**src/rtl/ddr_aw_scheduler.sv**
```systemverilog
// AXI write-address scheduler: pops burst addresses from a prefetch FIFO and issues them on AW,
// bounded by an outstanding-B-response credit. Optional 4 KB-crossing filter: DDR_AW_4K_CHECK_EN.
module ddr_aw_scheduler #(
    parameter int unsigned ADDR_WIDTH      = 32,
    parameter int unsigned BURST_LEN       = 16,
    parameter int unsigned BEAT_BYTES      = 32,
    parameter int unsigned MAX_OUTSTANDING = 4
) (
    input  logic                  clk,
    input  logic                  rst_n,
    input  logic                  enable,
    input  logic                  fifo_rd_vld,
    input  logic [ADDR_WIDTH-1:0] fifo_rd_data,
    output logic                  fifo_rd_en,
    output logic [ADDR_WIDTH-1:0] awaddr,
    output logic [7:0]            awlen,
    output logic                  awvalid,
    input  logic                  awready,
    input  logic                  bvalid,
    output logic                  bready,
    output logic [3:0]            outstanding,
    output logic [15:0]           aw_cnt,
    output logic                  err_4k,
    output logic                  idle
);

    localparam int unsigned BURST_BYTES = BURST_LEN * BEAT_BYTES;
    localparam int unsigned CNT_W       = 16;

    typedef enum logic {
        IDLE  = 1'b0,
        ISSUE = 1'b1
    } state_e;

    state_e                  state_q, state_d;
    logic [ADDR_WIDTH-1:0]   awaddr_q, awaddr_d;
    logic [3:0]              outstanding_q, outstanding_d;
    logic [CNT_W-1:0]        aw_cnt_q, aw_cnt_d;
    logic                    pop_c;
    logic                    hs_c;
    logic                    dec_c;
    logic                    cross_4k_c;

`ifdef DDR_AW_4K_CHECK_EN
    logic err_4k_q, err_4k_d;
    assign cross_4k_c = (32'(fifo_rd_data[11:0]) + 32'(BURST_BYTES)) > 32'd4096;
`else
    assign cross_4k_c = 1'b0;
`endif

    // Credit check uses the registered count, so popping resumes the cycle after a decrement.
    assign pop_c = (state_q == IDLE) && enable && fifo_rd_vld
                   && (outstanding_q < 4'(MAX_OUTSTANDING));
    assign hs_c  = (state_q == ISSUE) && awready;
    assign dec_c = bvalid && (outstanding_q != 4'd0);

    // State register
    always_ff @(posedge clk or negedge rst_n) begin
        if (!rst_n) begin
            state_q <= IDLE;
        end else begin
            state_q <= state_d;
        end
    end

    // Next-state and datapath updates
    always_comb begin
        state_d       = state_q;
        awaddr_d      = awaddr_q;
        outstanding_d = outstanding_q;
        aw_cnt_d      = aw_cnt_q;
`ifdef DDR_AW_4K_CHECK_EN
        err_4k_d      = err_4k_q;
`endif
        case (state_q)
            IDLE: begin
                if (pop_c) begin
                    if (cross_4k_c) begin
`ifdef DDR_AW_4K_CHECK_EN
                        err_4k_d = 1'b1;
`endif
                    end else begin
                        awaddr_d = fifo_rd_data;
                        state_d  = ISSUE;
                    end
                end
            end
            ISSUE: begin
                if (awready) begin
                    state_d = IDLE;
                end
            end
            default: state_d = IDLE;
        endcase

        if (hs_c) begin
            aw_cnt_d = aw_cnt_q + 16'd1;
        end
        if (hs_c && !dec_c) begin
            outstanding_d = outstanding_q + 4'd1;
        end else if (dec_c && !hs_c) begin
            outstanding_d = outstanding_q - 4'd1;
        end
    end

    // Datapath registers
    always_ff @(posedge clk or negedge rst_n) begin
        if (!rst_n) begin
            awaddr_q      <= '0;
            outstanding_q <= 4'd0;
            aw_cnt_q      <= 16'd0;
        end else begin
            awaddr_q      <= awaddr_d;
            outstanding_q <= outstanding_d;
            aw_cnt_q      <= aw_cnt_d;
        end
    end

`ifdef DDR_AW_4K_CHECK_EN
    always_ff @(posedge clk or negedge rst_n) begin
        if (!rst_n) begin
            err_4k_q <= 1'b0;
        end else begin
            err_4k_q <= err_4k_d;
        end
    end
    assign err_4k = err_4k_q;
`else
    assign err_4k = 1'b0;
`endif

    assign fifo_rd_en  = pop_c;
    assign awaddr      = awaddr_q;
    assign awlen       = 8'(BURST_LEN - 1);
    assign awvalid     = (state_q == ISSUE);
    assign bready      = rst_n;
    assign outstanding = outstanding_q;
    assign aw_cnt      = aw_cnt_q;
    assign idle        = (state_q == IDLE) && (outstanding_q == 4'd0);

endmodule
```
**config.mk**
```make
export PLATFORM = sky130hd
export DESIGN_NAME = ddr_aw_scheduler
export DESIGN_NICKNAME = d
export VERILOG_FILES = /design/src/rtl/ddr_aw_scheduler.sv
export SDC_FILE = /design/constraint.sdc
export NUM_CORES = 1
export LEC_CHECK = 0
export ABC_AREA = 1
export ABC_CLOCK_PERIOD_IN_PS = 2500
export BUFFER_PORTS_ARGS = -buffer_cell sky130_fd_sc_hd__buf_4
export CAP_MARGIN = 30
export CORE_MARGIN = 1.5
export CORE_UTILIZATION = 50
export CTS_BUF_LIST = sky130_fd_sc_hd__clkbuf_4 sky130_fd_sc_hd__clkbuf_8
export DETAILED_ROUTE_END_ITERATION = 16
export PLACE_DENSITY = 0.81
export RECOVER_POWER = 25
export SYNTH_ARGS = -nofsm -noshare
export SYNTH_HDL_FRONTEND = slang
export SYNTH_SLANG_ARGS = --single-unit
```
**constraint.sdc**
```tcl
create_clock -name clk -period 2.5 [get_ports clk]
set_input_delay 0 -clock clk [delete_from_list [all_inputs] [get_ports clk]]
set_output_delay 0 -clock clk [all_outputs]
set_load 0.02 [all_outputs]
```
# Word level (Yosys, flattened, before mapping)
# Cells that the tools add are included.
# classes
addsub	3
order_cmp	1
muxes	5
bitwise	1
reduce_logical	14
# ops
op	n
16-bit by 1-bit adder with 16-bit output (second input constant)	1
1-bit logical AND	8
4-bit two-way mux	2
4-bit by 1-bit adder with 4-bit output (second input constant)	1
4-bit logical NOT	1
4-bit by 3-bit less-than comparator with 1-bit output (second input constant)	1
4-bit nonzero test	1
4-bit by 1-bit subtractor with 4-bit output (second input constant)	1
1-bit logical NOT	2
1-bit two-way mux	2
1-bit case mux with 2 select lines	1
2-bit AND reduction	1
2-bit nonzero test	1
1-bit NOT	1
# word_totals
register_bits	53
inputBits	38
elab_cells	28

# Logic depth before layout (Yosys ltp)
# depth
ltp_word	6
mapped_depth	13
depth_no_buf	13

# Least setup slack after synthesis
# Ideal clock, no wire load.
# synth_path
path_type	register -> register
startpoint	register outstanding_q[3] (netlist: outstanding[3])
endpoint	register outstanding_q[3] (netlist: outstanding[3])
setup_time_ns	0.116
arrival_ns	1.833
setup_slack_ns	0.550
stages_incl_launch_ff	12
n_path_buf	0
synth_period_minus_slack_ns	1.950
path_cell_list	dfrtp_1 nor2_2 nand2_1 nand2_1 ha_1 inv_1 ha_1 or2_2 nand3_1 nand2_1 nand2_1 nand2_1
# synth_between
elab_chain_len	5
# synth_rtl
item	line	source
from (decl)	37	logic [3:0] outstanding_q, outstanding_d;
from (signal assigned)	114	outstanding_q <= outstanding_d;
branches (longest 5 deep; another with 4-bit by 1-bit subtractor with 4-bit output)	-	
# Parallel ways; which one is timed is not known. The select of a mux whose other input is x is not followed.
# A chain may end at the register's enable or synchronous reset.

# Worst setup path in the final report
# Ends and elaborated chain as after synthesis.

==> impl_metrics.ini <==
[cells_and_area]
mostFrequentLayoutCells = 140 x nand2_1, 92 x buf_4, 53 x dfrtp_1
syn_to_final_growth_pct = 44.8
antennaDiodeCount = 0
postLayoutCellArea_um2 = 3610
num-nets-final = 460
utilization = 0.759
layout_commonest_cell = nand2_1
multi_input_area_um2 = 980
seqCellArea_um2 = 1330
drive_gt1_frac = 0.273
nFillCells = 346

[timing]
setup-violations-final = 0
fin_skew_ns = 0.00245
worst_slew_pin_slew_ns = 1.31
relSlewSlack = 0.129
worst_slack_ns = 0.512
hold_viol_final = 0
clock.fmax_mhz = 503
finalSetupTns_ns = 0
period_needed_ns = 1.99
period_share = 0.795
rsz0062_at_grt = false
drv_slew = 0

[grt]
grt_usage = 0.253
antenna_found_initial = 0
first_global_vias = 2284
overflow = 0
grt_pass1_wl_um = 10500
grt_max_degree = 55

[power_and_ir_drop]
vdd_drop_max_uv = 612
seqPwrFrac = 0.399
internal_power_mw = 2.09
static-leakage-power_nw = 2.01
p_clk_frac = 0.138
p_switching_mw = 1.42
comb_power_share = 0.462
powerDensity_nw_per_um2 = 972
sw_frac_of_total = 0.405
p_total_mw = 3.51

[placed_design]
gp_congestion = 0.897
dpl.hpwl_um = 3980
dpl_cell_area_um2 = 3190
port-buffer-count = 93
post-place-ws_ns = 0.515

[worst_setup_path]
timing.rr.end = outstanding[3]
reg2reg_slack_ns = 0.51
r2r-start = outstanding[3]
path_class = register to register
reg2reg_depth = 11
worst_ep_required_time_ns = 2.70
crit_fanout = 4
path_cells = nor2_2 > nand2_1 > nand2_1 > ha_1 > inv_1 > ha_1 > or2_2 > nand3_1 > nand2_1 > nand2_1 > nand2_1
slowest_stage = dfrtp_1
end_kind = register
cp-start-kind = register
path_delay_family = simple AND/OR/NAND/NOR gates
critPathArrivalTime_ns = 2.19
path_buf_inv = 1
slowest_delay_ns = 0.44
cpMostUsedCell = nand2_1

[floorplan]
io_pins = 103
fp.coreArea_um2 = 4750
dieArea_um2 = 5420
start_util = 0.524
dieWidth_um = 73.6
rows = 25
die_height_um = 73.6

[logic_synthesis]
yosysWarningCount = 0
synth.distinct_cells = 27
synthCells = 291
ys_seq_area_frac = 0.532
syn_area_um2 = 2490
synth.ff_latch_count = 53
avgSynthCellArea_um2 = 8.57

[worst_hold_path]
holdPathEnd = outstanding[0]
min_path_type = input port to register
min_from = bvalid
worstHoldPathCells = 4

[clock_tree]
numCtsBuffers = 5
clk_transition_reported_paths_ns = 0.09
clk_latency_ns = 0.29
cts_tree = done
root_buffer = clkbuf_8
cts_buffer_depth = 2
post_cts_buffers = 0
cts.sinks = 53
cts-htree-levels = 2

[routing]
first_pass_iters = 4
vias = 2277
wirelength_um = 6240
drc = 0
wl_per_cell_um = 12.9
drt_iter0_drc = 109
ant_nets = 0
viasPerCell = 4.70

[outcome]
status = finished, final reports clean

[flow_run]
maxCapViolCount = 0
[worst min-delay path: cells and delay by family]
kind          cells  cell delay, ns
xor+xnor          1            0.10
fa+ha+maj         1            0.23
buf+inv           1            0.11
simple gates      1            0.05
[registers in the layout (all words and copies together) (netlist names)]
| register | cells |
|---|---|
| outstanding | 4 |
| aw_cnt | 16 |
| awaddr | 32 |
| awvalid | 1 |
[synth_stat cells (all sizes together)]
master | number | share of area
buf | 16 | 0.050
conb | 2 | 0.0030
dfrtp | 53 | 0.53
fa | 1 | 0.0080
ha | 4 | 0.020
inv | 24 | 0.036
nand2 | 143 | 0.22
nand2b | 1 | 0.0025
nand3 | 6 | 0.016
nand4 | 8 | 0.026
nor2 | 13 | 0.026
nor3 | 3 | 0.011
o21ai | 4 | 0.0080
o21bai | 1 | 0.0030
or2 | 1 | 0.0025
xnor2 | 7 | 0.025
xor2 | 4 | 0.014
[worst max path at each step]
stage | from | to | slack (ns) | depth (start not counted)
after detailed placement | outstanding[3] | outstanding[3] | 0.51 | 11
final | outstanding[3] | outstanding[3] | 0.51 | 11
after CTS | outstanding[3] | outstanding[3] | 0.50 | 11
after global placement | outstanding[3] | outstanding[3] | 0.56 | 11
after global routing | outstanding[3] | outstanding[3] | 0.31 | 12
after floorplan | outstanding[3] | outstanding[3] | 0.55 | 11
[metrics by stage]
stage,instances,hold slack (ns)
2_1_floorplan,298,-0.296
3_5_place_dp,443,0.0810
6_report,484,0.228
3_3_place_gp,443,0.0803
4_1_cts,484,0.225
5_1_grt,484,0.288
[metal layers]
metal / track usage / up-vias / part of all wire
met5: 0 / - / 0
met3: 0.0658 / 10 / 0.067
li1: - / 1113 / -
met2: 0.421 / 82 / 0.50
met1: 0.324 / 1072 / 0.42
met4: 0.0741 / 0 / 0.015
[final cells by class]
| cell class | count | area share |
|---|---|---|
| clock buffer | 7 | 0.0250 |
| inverter | 24 | 0.0250 |
| multi-input combinational | 205 | 0.271 |
| sequential | 53 | 0.367 |
| tap | 67 | 0.0232 |
| timing repair buffer | 128 | 0.288 |
[power groups by stage]
stage	clock [mW]	combinational (mW)	sequential, mW
4_1_cts	0.501	1.63	1.39
6_report	0.485	1.62	1.40
3_3_place_gp	0	1.53	1.40
3_5_place_dp	0	1.59	1.40
2_1_floorplan	0	0.560	1.74
5_1_grt	0.529	1.79	1.44
[cell families (layout without fill, tap and decap cells)]
| group | Yosys count | count (layout) | share of synthesized area |
|---|---|---|---|
| AOI/OAI and AO/OA | 5 | 5 | 0.0110 |
| buffers and inverters | 40 | 159 | 0.0858 |
| adders and majority gates | 5 | 5 | 0.0281 |
| xor gates and xnor gates | 11 | 11 | 0.0386 |
| other | 2 | 9 | 0.00301 |
| DFF | 53 | 53 | 0.532 |
| and+or+nand+nor | 175 | 175 | 0.302 |
[timing repair]
action / in CTS / in global routing
hold buffers: 34 / 0
gates resized for setup: 0 / 0
hold endpoints to repair: 86 / 0
Note: power is estimated with default switching activity, not from simulation.
